**config.mk**
```make
export PLATFORM = sky130hd
export DESIGN_NAME = disp_rx
export DESIGN_NICKNAME = d
export VERILOG_FILES = /design/src/rtl/disp_pkg.sv /design/src/rtl/disp_rx_lock.sv /design/src/rtl/disp_rx.sv
export SDC_FILE = /design/constraint.sdc
export NUM_CORES = 1
export LEC_CHECK = 0
export CAP_MARGIN = 15
export CORE_ASPECT_RATIO = 0.8
export CORE_MARGIN = 2
export CORE_UTILIZATION = 52
export DETAILED_ROUTE_END_ITERATION = 10
export GPL_ROUTABILITY_DRIVEN = 0
export GPL_TIMING_DRIVEN = 1
export PLACE_DENSITY = 0.8
export SETUP_SLACK_MARGIN = 0.2
export SLEW_MARGIN = 10
export SYNTH_ARGS = -nofsm -noshare
export SYNTH_HDL_FRONTEND = slang
export SYNTH_HIERARCHICAL = 1
export SYNTH_SLANG_ARGS = --single-unit
```
**constraint.sdc**
```tcl
create_clock -name clk -period 4.8 [get_ports clk]
set_clock_uncertainty 0.2 [all_clocks]
set_input_delay 0.48 -clock clk [delete_from_list [all_inputs] [get_ports clk]]
set_output_delay 0.48 -clock clk [all_outputs]
set_load 0.005 [all_outputs]
```
**src/rtl/disp_pkg.sv**
```systemverilog
// Shared definitions for the disp nibble display path.
//   NIB_W      : width of one display nibble
//   rx_state_e : receiver framing state (HUNT waits for sync, COLLECT gathers nibbles)
//   is_bcd()   : true when a nibble is a legal decimal digit (0..9)
package disp_pkg;

    localparam int NIB_W = 4;

    typedef enum logic {
        HUNT    = 1'b0,
        COLLECT = 1'b1
    } rx_state_e;

    function automatic logic is_bcd(input logic [NIB_W-1:0] nib);
        return (nib <= 4'd9);
    endfunction

endpackage

```
**src/rtl/disp_rx_lock.sv**
```systemverilog
// Saturating good-frame counter that drives the receiver lock status.
// Ports:
//   clk, reset  : clock, synchronous active-high reset
//   good_word   : one-cycle pulse for each cleanly completed frame
//   bad_event   : one-cycle pulse for any framing/content violation (clears count)
//   locked      : high while the count has reached LOCK_WORDS
module disp_rx_lock #(
    parameter int LOCK_WORDS = 2
) (
    input  logic clk,
    input  logic reset,
    input  logic good_word,
    input  logic bad_event,
    output logic locked
);

    localparam logic [3:0] LOCK_MAX = 4'(LOCK_WORDS);

    logic [3:0] cnt_q, cnt_d;

    always_comb begin
        cnt_d = cnt_q;
        // A violation wins over a good word arriving in the same cycle.
        if (bad_event) begin
            cnt_d = '0;
        end else if (good_word && (cnt_q != LOCK_MAX)) begin
            cnt_d = cnt_q + 4'd1;
        end
    end

    always_ff @(posedge clk) begin
        if (reset) begin
            cnt_q <= '0;
        end else begin
            cnt_q <= cnt_d;
        end
    end

    assign locked = (cnt_q == LOCK_MAX);

endmodule

```
**src/rtl/disp_rx.sv**
```systemverilog
// Receiver for the disp nibble display serializer: reassembles MSN-first
// nibble frames delimited by sync into NIBBLES*4-bit words.
// Ports:
//   clk, reset  : clock, synchronous active-high reset
//   display_in  : nibble stream from disp display_out
//   sync        : high with the most significant nibble of each frame
//   word_out    : last complete word (held between frames)
//   word_valid  : one-cycle pulse when word_out updates
//   locked      : LOCK_WORDS consecutive good frames seen
//   frame_err   : one-cycle pulse when sync interrupts a partial frame
//   bcd_err     : (DISP_RX_BCD_CHECK_EN only) pulses with word_valid when the
//                 delivered frame contained a nibble above 9
// Build option: define DISP_RX_BCD_CHECK_EN to enable the decimal-digit check.
module disp_rx
    import disp_pkg::*;
#(
    parameter int NIBBLES    = 4,
    parameter int LOCK_WORDS = 2
) (
    input  logic                     clk,
    input  logic                     reset,
    input  logic [NIB_W-1:0]         display_in,
    input  logic                     sync,
    output logic [NIB_W*NIBBLES-1:0] word_out,
    output logic                     word_valid,
    output logic                     locked,
    output logic                     frame_err
`ifdef DISP_RX_BCD_CHECK_EN
    ,
    output logic                     bcd_err
`endif
);

    localparam int W     = NIB_W * NIBBLES;
    localparam int IDX_W = $clog2(NIBBLES) + 1;
    localparam logic [IDX_W-1:0] LAST_IDX = IDX_W'(NIBBLES - 1);

    rx_state_e        state_q, state_d;
    logic [IDX_W-1:0] idx_q, idx_d;
    logic [W-1:0]     sh_q, sh_d;
    logic [W-1:0]     word_q, word_d;
    logic             valid_q, valid_d;
    logic             err_q, err_d;
    logic [W-1:0]     shifted;
    logic             done;
    logic             bad_event;
    logic             good_word;

    assign shifted = (sh_q << NIB_W) | W'(display_in);

    always_comb begin
        state_d = state_q;
        idx_d   = idx_q;
        sh_d    = sh_q;
        word_d  = word_q;
        valid_d = 1'b0;
        err_d   = 1'b0;
        done    = 1'b0;
        bad_event = 1'b0;

        case (state_q)
            HUNT: begin
                if (sync) begin
                    sh_d  = W'(display_in);
                    idx_d = IDX_W'(1);
                    if (NIBBLES == 1) begin
                        done = 1'b1;
                    end else begin
                        state_d = COLLECT;
                    end
                end
            end
            COLLECT: begin
                if (sync) begin
                    // Premature sync: drop the partial word and restart on this nibble.
                    err_d     = 1'b1;
                    bad_event = 1'b1;
                    sh_d      = W'(display_in);
                    idx_d     = IDX_W'(1);
                end else begin
                    sh_d  = shifted;
                    idx_d = idx_q + IDX_W'(1);
                    if (idx_q == LAST_IDX) begin
                        done    = 1'b1;
                        state_d = HUNT;
                    end
                end
            end
            default: state_d = HUNT;
        endcase

        if (done) begin
            word_d  = sh_d;
            valid_d = 1'b1;
            idx_d   = '0;
        end
    end

`ifdef DISP_RX_BCD_CHECK_EN
    // Sticky per-frame flag: restarts with each sync, accumulates otherwise.
    logic bcd_flag_q, bcd_flag_d;
    logic bcd_err_q, bcd_err_d;
    logic nib_bad;

    assign nib_bad = !is_bcd(display_in);

    always_comb begin
        bcd_flag_d = bcd_flag_q;
        if (sync) begin
            bcd_flag_d = nib_bad;
        end else if (state_q == COLLECT) begin
            bcd_flag_d = bcd_flag_q | nib_bad;
        end
        bcd_err_d = done & bcd_flag_d;
    end

    always_ff @(posedge clk) begin
        if (reset) begin
            bcd_flag_q <= 1'b0;
            bcd_err_q  <= 1'b0;
        end else begin
            bcd_flag_q <= bcd_flag_d;
            bcd_err_q  <= bcd_err_d;
        end
    end

    assign bcd_err   = bcd_err_q;
    assign good_word = done & ~bcd_flag_d;
    logic lock_bad;
    assign lock_bad  = bad_event | bcd_err_d;
`else
    assign good_word = done;
    logic lock_bad;
    assign lock_bad  = bad_event;
`endif

    always_ff @(posedge clk) begin
        if (reset) begin
            state_q <= HUNT;
            idx_q   <= '0;
            sh_q    <= '0;
            word_q  <= '0;
            valid_q <= 1'b0;
            err_q   <= 1'b0;
        end else begin
            state_q <= state_d;
            idx_q   <= idx_d;
            sh_q    <= sh_d;
            word_q  <= word_d;
            valid_q <= valid_d;
            err_q   <= err_d;
        end
    end

    disp_rx_lock #(
        .LOCK_WORDS(LOCK_WORDS)
    ) u_lock (
        .clk       (clk),
        .reset     (reset),
        .good_word (good_word),
        .bad_event (lock_bad),
        .locked    (locked)
    );

    assign word_out   = word_q;
    assign word_valid = valid_q;
    assign frame_err  = err_q;

endmodule

```
==> impl_metrics.json, run 1 <==
{
  "die_area_um2": 3643,
  "fin_tns_setup_ns": 0,
  "critPathSlowestCell": "and3b_1",
  "required_ns": 4.83,
  "ys_seq_elements": 38,
  "grt_usage_pct": 17.81,
  "antenna_found_initial": 0,
  "initial_core_util_pct": 53.88,
  "viasPerCell": 4.956,
  "drc": 0,
  "maxCapViolations": 0,
  "place_area_um2": 1873,
  "hold_class": "reg2reg",
  "finalHoldViolations": 0,
  "grt_setup_unrepaired": "false",
  "slew_violations": 0,
  "max_freq_mhz": 362.2,
  "synthTopCellsByArea": "dfxtp_1 46%, mux2i_1 15%, nand2b_1 14%",
  "cts_hold_buf": 0,
  "io_buffer_count": 25,
  "yosys.area.top_type_share_pct": 46.10,
  "synthToLayoutAreaGrowth_pct": 20.32,
  "cts_inserted_buffers": 5,
  "die_h_um": 54.39,
  "seq_area_frac_synth_pct": 46.10,
  "grt_overflow_total": 0,
  "clk_path_buf_depth": 2,
  "setup_viol": 0,
  "rows": 18,
  "syn-num-nets": 176,
  "grt_start_max_net_pins": 43,
  "clk_latency_ns": 0.29,
  "async_reset_ff_share_pct": 0,
  "synth_edf_count": 0,
  "antennaDiodeCount": 0,
  "p_per_area_nw_per_um2": 317.7,
  "yosys_most_used_dff": "dfxtp_1",
  "grt_pass1_vias": 1021,
  "ant_nets": 0,
  "htree_num_levels": 2,
  "drive_gt1_share_pct": 4.865,
  "min_period_ns": 2.761,
  "end_kind": "register",
  "slew_headroom_pct": 28.88,
  "tightest_slew_ns": 1.067,
  "drt_wl_total_mm": 2.840,
  "wl_per_cell_um": 12.62,
  "outcome": "completed",
  "cp_max_fo": 26,
  "start_kind": "register",
  "period_share_pct": 57.51,
  "ys_warn_count": 6,
  "crit_chain": "and3b_1 -> nand2_1 -> or3_1 -> a21boi_1",
  "arrival_ns": 2.79,
  "ir_worst_vdd_v": 0.0002255,
  "core_um2": 3063,
  "final_nets": 196,
  "synthCells": 165,
  "grt_pass1_wl_mm": 4.554,
  "dp_hpwl_mm": 1.986,
  "n_fill_cell": 268,
  "io_pins": 26,
  "cts_setup_buffers": 0,
  "cts_resized": 0,
  "synth.distinct_cells": 27,
  "root_buffer": "clkbuf_8",
  "cts.sinks": 38,
  "r2r_slack_ns": 2.04,
  "num_vias": 1115,
  "die_x_um": 66.99,
  "drt_iter0_drc": 28,
  "cts_tree": "done",
  "drtPass1Iterations": 4,
  "netlist_area_um2": 1650,
  "crit_type": "reg2reg",
  "p_leak_nw": 0.7001,
  "finalInstanceArea_um2": 1986,
  "synth_area_leader_cell": "dfxtp_1",
  "avgSynthCellArea_um2": 10.00,
  "cp_slowest_stage_delay_ns": 1.00,
  "cts.clk_slew.worst_paths_ns": 0.07
}
[critical path, delay by kind of cell, from the launching register on]
family	cells	cell delay, ns
DFF	1	0.88
AOI/OAI and AO/OA	1	0.11
and+or+nand+nor	3	1.51
[state kept, by name, summed over array words and instances (netlist names)]
name,flops
word_out,16
sh_q,12
u_lock/cnt_q,4
idx_q,3
frame_err,1
state_q,1
word_valid,1
[where the power goes]
| part | internal, W | leakage (nW) | total [W] | switching [W] |
|---|---|---|---|---|
| Sequential | 0.000320 | 0.308 | 0.000327 | 0.00000728 |
| Clock | 0.000166 | 0.0573 | 0.000272 | 0.000105 |
| Combinational | 0.0000186 | 0.335 | 0.0000320 | 0.0000134 |
| Total | 0.000505 | 0.700 | 0.000631 | 0.000126 |
[final timing paths]
check	start	endpoint	cells after the start
max	state_q$_SDFF_PP0_	u_lock/cnt_q[2]$_SDFFE_PP0P_	4
max reg2reg	state_q$_SDFF_PP0_	u_lock/cnt_q[2]$_SDFFE_PP0P_	4
min reg2reg	word_out[6]$_SDFFE_PP0P_	word_out[6]$_SDFFE_PP0P_	2
min	word_out[6]$_SDFFE_PP0P_	word_out[6]$_SDFFE_PP0P_	2
[cell families (layout without fill, tap and decap cells)]
kind of cell             count (synthesis)  count (layout)  synth area share, %
AO/OA/AOI/OAI                           14              14                4.777
XOR/XNOR                                 1               1               0.5308
adder cells (fa/ha/maj)                  4               4                3.033
buffers and inverters                   15              35                5.383
flip-flops                              38              38                46.10
multiplexers                            25              25                15.16
AND/OR/NAND/NOR                         68              68                25.02
[per-layer routing]
metal / track usage [%] / vias to the layer above / share of wire, %
met3: 5.350 / 7 / 5.9
met5: 0 / - / 0
li1: - / 584 / -
met1: 20.80 / 496 / 47
met2: 28.17 / 28 / 45
met4: 13.27 / 0 / 3.0
[cells in the final DEF (no fill, tap or decap), drive strengths merged, types with 2 or more instances in the layout]
master and n:
dfxtp 38, nand2b 36, mux2i 25, clkdlybuf4s50 25
nor2 10, a21oi 7, or3b 6, clkbuf 6
nand2 5, o21ai 4, ha 4, inv 3
nand3b 2, nor2b 2
[cell usage after synthesis, types with 2 or more instances]
master    instances
a21oi_1           7
inv_1             3
ha_1              4
buf_6             3
buf_2             2
clkbuf_1          5
nor2b_1           2
nand2_1           5
nand2b_1         36
dfxtp_1          38
o21ai_0           4
mux2i_1          25
nand3b_1          2
nor2_1           10
buf_4             2
or3b_1            6
[cell type report]
cell class | instances | area [um^2] | area share, %
flip-flops and latches | 38 | 760.7 | 38.31
well taps | 40 | 50.05 | 2.520
multi-input cells | 112 | 800.8 | 40.33
clock inverters | 1 | 30.03 | 1.512
clock buffers | 6 | 82.58 | 4.159
inverters | 3 | 11.26 | 0.5671
repair buffers | 25 | 250.2 | 12.60
[stage by stage]
step                utilization [%]  hold WS (ns)  worst slack [ns]  power [W]  cells
finish                        64.83        0.2732             2.039  0.0006309    225
global route                  64.83        0.2968             1.879  0.0006545    225
CTS                           64.83        0.2790             2.024  0.0006388    225
detailed placement            61.15        0.2666             1.855  0.0003666    218
global placement              61.15        0.2562             1.927  0.0003650    218
floorplan                         -        0.2455             2.929  0.0003578    165
No activity file was read; power rests on OpenSTA's default activity.
==> inputs of run 2 (changes only) <==
CORE_UTILIZATION = 47   (was 52)
PLACE_DENSITY = 0.76   (was 0.8)
clock period = 2.4 ns   (was 4.8 ns; I/O delays follow)
==> run 2 against run 1 <==
Compared with the run above:
- setup slack worse by 1.7 ns
- die area rose by 9.9%
- flip-flop and latch count unchanged
- combinational power rose by 140%
- total power increased by 78%
- via count rose by 3.7%
- critical path depth is 1 lower
- non-clock buffer count rose by 5
- worst hold slack got worse by 0.0059 ns
- cell count up 3.1%
- critical path type is now reg2out
- largest power group unchanged
- highest routed layer unchanged
==> impl_metrics.json, run 2 (same netlist as run 1, synthesis figures left out) <==
{
  "critPathTopFamily": "buffers and inverters",
  "cts_hold_buf": 0,
  "grt_busiest_layer": "met2",
  "holdPathStages": 2,
  "grt_usage_pct": 15.81,
  "grt_setup_unrepaired": "false",
  "cts.sinks": 38,
  "io_pins": 26,
  "clk_path_buf_depth": 2,
  "p_leak_nw": 0.7115,
  "required_ns": 1.96,
  "worstReg2RegStart": "idx_q[0]$_SDFFE_PP0P_",
  "cts_setup_buffers": 0,
  "slew_violations": 0,
  "clockPowerShare_pct": 35.5,
  "final_nets": 201,
  "io_buffer_count": 25,
  "antenna_found_initial": 0,
  "r2r_end": "word_out[14]$_SDFFE_PP0P_",
  "cts_resized": 0,
  "use_met1_pct": 21.27,
  "crit_chain": "ha_1 -> nor3b_2 -> clkdlybuf4s50_1",
  "slew_headroom_pct": 81.01,
  "clk_latency_ns": 0.28,
  "hold_start": "sh_q[11]$_SDFF_PP0_",
  "cts_inserted_buffers": 5,
  "tightest_slew_ns": 0.2849,
  "synthToLayoutAreaGrowth_pct": 20.70,
  "drt_wl_total_mm": 2.893,
  "maxCapViolations": 0,
  "die_area_um2": 4004,
  "viasPerCell": 4.983,
  "fin_tns_setup_ns": 0,
  "min_period_ns": 2.103,
  "switching_share_pct": 22.04,
  "final_common_cell": "dfxtp_1",
  "post-place-cells": 225,
  "cp_slowest_stage_delay_ns": 0.55,
  "root_buffer": "clkbuf_8",
  "hold_class": "reg2reg",
  "switching_power_w": 0.0002474,
  "dp_hpwl_mm": 2.056,
  "drtPass1Iterations": 4,
  "grt_pass1_wl_mm": 4.961,
  "crit_type": "reg2out",
  "largest_reg_flops": 16,
  "hold_end": "word_out[15]$_SDFFE_PP0P_",
  "outcome": "completed",
  "core_um2": 3400,
  "grt_start_max_net_pins": 29,
  "p_per_area_nw_per_um2": 563.7,
  "cts_tree": "done",
  "path_buf_inv": 1,
  "max_freq_mhz": 475.4,
  "arrival_ns": 1.66,
  "rr_worst_depth": 5,
  "htree_num_levels": 2,
  "n_fill_cell": 296,
  "die_x_um": 70.25,
  "use_met3_pct": 4.594,
  "fin_cells": 232,
  "ant_nets": 0,
  "initial_core_util_pct": 48.55,
  "end_kind": "primary output",
  "grt_pass1_vias": 1082,
  "wl_per_cell_um": 12.47,
  "final_util_pct": 58.59,
  "num_vias": 1156,
  "period_share_pct": 87.64,
  "p_comb_share_pct": 6.9,
  "final_cell_mix": "38 x dfxtp_1, 36 x nand2b_1, 25 x mux2i_1, 25 x clkdlybuf4s50_1, 10 x nor2_1",
  "setup_viol": 0,
  "rows": 19,
  "start_kind": "register",
  "p_total_w": 0.001123,
  "drt_iter0_drc": 51,
  "cell_internal_pwr_w": 0.0008754,
  "power.share.sequential_pct": 57.7,
  "r2r_slack_ns": 0.47,
  "die_h_um": 57,
  "antennaDiodeCount": 0,
  "ir_worst_vdd_v": 0.0003288,
  "drc": 0,
  "cts.clk_slew.worst_paths_ns": 0.07,
  "grt_overflow_total": 0,
  "grt_use_met2_pct": 23.99,
  "critPathSlowestCell": "clkdlybuf4s50_1",
  "finalHoldViolations": 0,
  "cp_max_fo": 4,
  "drive_gt1_share_pct": 7.368
}
[run 2: cell types whose count changed in the layout (fill, tap and decap cells not counted), sizes merged]
cell	previous run	this run
clkinv	0	2
buf	0	5
clkbuf	6	5
bufinv	1	0
[run 2: worst max path at each step]
stage	slack (ns)	startpoint	depth (start not counted)	to
2_1_floorplan	0.53	idx_q[0]$_SDFFE_PP0P_	8	u_lock/cnt_q[2]$_SDFFE_PP0P_
4_1_cts	0.27	u_lock/cnt_q[1]$_SDFFE_PP0P_	3	locked
5_1_grt	0.21	u_lock/cnt_q[0]$_SDFFE_PP0P_	4	locked
3_3_place_gp	0.58	idx_q[0]$_SDFFE_PP0P_	6	u_lock/cnt_q[2]$_SDFFE_PP0P_
3_5_place_dp	0.48	idx_q[0]$_SDFFE_PP0P_	5	word_out[0]$_SDFFE_PP0P_
6_report	0.30	u_lock/cnt_q[1]$_SDFFE_PP0P_	3	locked
[run 2: worst min-delay path: cells and delay by family, from the launching register on]
family           cells  cell delay (ns)
flip-flops           1             0.31
multiplexers         1             0.06
AND/OR/NAND/NOR      1             0.06
[run 2: metal layers]
| layer | share of wire (%) | vias up | wire length, um |
|---|---|---|---|
| li1 | - | 594 | - |
| met1 | 50 | 536 | 1460 |
| met5 | 0 | - | 0 |
| met2 | 45 | 21 | 1291 |
| met4 | 1.1 | 0 | 33 |
| met3 | 3.7 | 5 | 107 |
[run 2: through the flow]
step,hold WS (ns),cell area (um^2),worst slack (ns)
after floorplan,0.1168,1650,0.5285
after CTS,0.2712,1992,0.2736
after global routing,0.2786,1992,0.2112
final,0.2673,1992,0.2966
after global placement,0.2540,1913,0.5778
after detailed placement,0.2644,1913,0.4789
[run 2: layout make-up]
type | count | area, um^2 | share of cell area (%)
clock buffers | 5 | 68.82 | 3.455
inverters | 3 | 11.26 | 0.5653
clock inverters | 2 | 10.01 | 0.5025
well taps | 42 | 52.55 | 2.638
flip-flops and latches | 38 | 760.7 | 38.19
repair buffers | 30 | 287.8 | 14.45
multi-input cells | 112 | 800.8 | 40.20
[run 2: power by group through the flow]
stage / Clock, W / Sequential (W) / Combinational, W
global placement: 0 / 0.000661 / 0.0000741
floorplan: 0 / 0.000659 / 0.0000564
CTS: 0.000416 / 0.000647 / 0.0000771
finish: 0.000398 / 0.000647 / 0.0000771
global route: 0.000439 / 0.000648 / 0.0000851
detailed placement: 0 / 0.000661 / 0.0000765
==> inputs of run 3 (changes only) <==
GPL_ROUTABILITY_DRIVEN = unset   (was 0)
PLACE_DENSITY = 0.74   (was 0.76)
==> run 3 against run 2 <==
Compared with the run above:
- sequential share of layout area is 0.68 points lower
- die area did not move
- fmax is 0.96% higher
- largest cell class unchanged
- highest routed layer unchanged
- clock power is 31% higher
- combinational power decreased by 0.8%
- register-to-register slack better by 0.09 ns
- critical path type unchanged
==> impl_metrics.json, run 3 (same netlist as run 1, synthesis figures left out) <==
{
  "largest_reg_flops": 16,
  "cts_hold_buf": 0,
  "grt_overflow_total": 0,
  "final_nets": 201,
  "viasPerCell": 5.017,
  "wl_per_cell_um": 12.79,
  "final_common_cell": "dfxtp_1",
  "hold_class": "reg2reg",
  "drt_wl_total_mm": 2.979,
  "dp_hpwl_mm": 2.173,
  "arrival_ns": 1.64,
  "rr_worst_depth": 6,
  "crit_type": "reg2out",
  "crit_chain": "inv_1 -> ha_1 -> nor3b_4 -> clkdlybuf4s50_1",
  "drc": 0,
  "drtPass1Iterations": 4,
  "die_x_um": 70.25,
  "slew_violations": 0,
  "place_congestion": 0.7053,
  "finalInstanceArea_um2": 2028,
  "ant_nets": 0,
  "hold_start": "sh_q[9]$_SDFF_PP0_",
  "hold_end": "word_out[13]$_SDFFE_PP0P_",
  "r2r_end": "u_lock/cnt_q[2]$_SDFFE_PP0P_",
  "tightest_slew_ns": 0.3315,
  "core_um2": 3400,
  "rows": 19,
  "io_buffer_count": 25,
  "fin_tns_setup_ns": 0,
  "start_kind": "register",
  "io_pins": 26,
  "outcome": "completed",
  "grt_usage_pct": 16.09,
  "grt_pass1_vias": 1106,
  "drive_gt1_share_pct": 7.853,
  "maxCapViolations": 0,
  "n_fill_cell": 288,
  "cts.sinks": 38,
  "r2r_slack_ns": 0.56,
  "drt_iter0_drc": 28,
  "initial_core_util_pct": 48.55,
  "required_ns": 1.96,
  "final_cell_mix": "38 x dfxtp_1, 36 x nand2b_1, 25 x mux2i_1, 25 x clkdlybuf4s50_1, 10 x nor2_1",
  "htree_num_levels": 2,
  "root_buffer": "clkbuf_8",
  "end_kind": "primary output",
  "antennaDiodeCount": 0,
  "cts_tree": "done",
  "antenna_found_initial": 0,
  "setup_viol": 0,
  "clk_latency_ns": 0.29,
  "period_share_pct": 86.81,
  "clk_path_buf_depth": 2,
  "critPathTopFamily": "buffers and inverters",
  "num_vias": 1169,
  "cp_max_fo": 4,
  "path_buf_inv": 2,
  "ir_worst_vdd_v": 0.0005477,
  "critPathSlowestCell": "clkdlybuf4s50_1",
  "grt_pass1_wl_mm": 5.016,
  "max_freq_mhz": 480.0,
  "cp_slowest_stage_delay_ns": 0.54,
  "finalHoldViolations": 0,
  "die_area_um2": 4004,
  "cts.clk_slew.worst_paths_ns": 0.07,
  "holdPathStages": 2,
  "min_period_ns": 2.083,
  "worstReg2RegStart": "idx_q[0]$_SDFFE_PP0P_",
  "grt_setup_unrepaired": "false",
  "cp.depth": 4,
  "p_leak_nw": 0.7235,
  "synthToLayoutAreaGrowth_pct": 22.90,
  "slew_headroom_pct": 77.83,
  "place_area_um2": 1913,
  "die_h_um": 57,
  "cts_inserted_buffers": 5,
  "p_per_area_nw_per_um2": 613.6,
  "grt_start_max_net_pins": 32
}
==> run 3: cell types whose count changed in the layout (fill, tap and decap cells not counted), sizes merged <==
cell / change
bufinv: +1
==> run 3: final cells by class <==
type	instances	area, um^2	area share [%]
Clock inverter	3	40.04	1.974
Sequential cell	38	760.7	37.51
Clock buffer	5	68.82	3.393
Inverter	3	11.26	0.5552
Tap cell	42	52.55	2.591
Timing Repair Buffer	30	287.8	14.19
Multi-Input combinational cell	112	807.0	39.79
==> run 3: what timing repair did <==
action,CTS,global route
gates resized for setup,0,1
endpoints found under the setup margin,0,1
buffers inserted,0,0
==> run 3: worst max-delay path by stage <==
stage / end / from / slack (ns)
floorplan: u_lock/cnt_q[2]$_SDFFE_PP0P_ / idx_q[0]$_SDFFE_PP0P_ / 0.53
global placement: u_lock/cnt_q[2]$_SDFFE_PP0P_ / idx_q[0]$_SDFFE_PP0P_ / 0.60
detailed placement: u_lock/cnt_q[2]$_SDFFE_PP0P_ / idx_q[0]$_SDFFE_PP0P_ / 0.56
CTS: locked / u_lock/cnt_q[0]$_SDFFE_PP0P_ / 0.27
global route: locked / u_lock/cnt_q[0]$_SDFFE_PP0P_ / 0.23
finish: locked / u_lock/cnt_q[0]$_SDFFE_PP0P_ / 0.32
==> run 3: stage by stage <==
step | setup WS (ns) | std cells | hold slack [ns] | util, % | power (W)
final | 0.3166 | 233 | 0.2749 | 59.66 | 0.001244
after global routing | 0.2254 | 233 | 0.3050 | 59.66 | 0.001294
after CTS | 0.2690 | 233 | 0.2770 | 59.48 | 0.001253
after detailed placement | 0.5620 | 225 | 0.2669 | 56.28 | 0.0007378
after global placement | 0.5951 | 225 | 0.2541 | 56.28 | 0.0007341
after floorplan | 0.5285 | 165 | 0.1168 | - | 0.0007155
==> run 3: worst reg2reg max path, cell delays in order, from the launching register on <==
cell and delay (ns):
dfxtp_1 0.35, ha_1 0.16, ha_1 0.22, and3b_1 0.33, nand2_1 0.10, or3_1 0.30, a21boi_1 0.11
==> run 3: power breakdown <==
group / switching (W) / internal (W) / leakage [nW] / total (W)
sequential: 0.00000665 / 0.000640 / 0.308 / 0.000647
combinational: 0.0000367 / 0.0000398 / 0.358 / 0.0000765
clock: 0.000216 / 0.000306 / 0.0579 / 0.000521
==> run 3: layer usage <==
layer  up-vias  track usage (%)  wire (um)
met1       549            19.55       1404
met4         0            4.945         35
met2        20            26.42       1408
li1        594                -          -
met3         6            6.537        131
met5         -                0          0
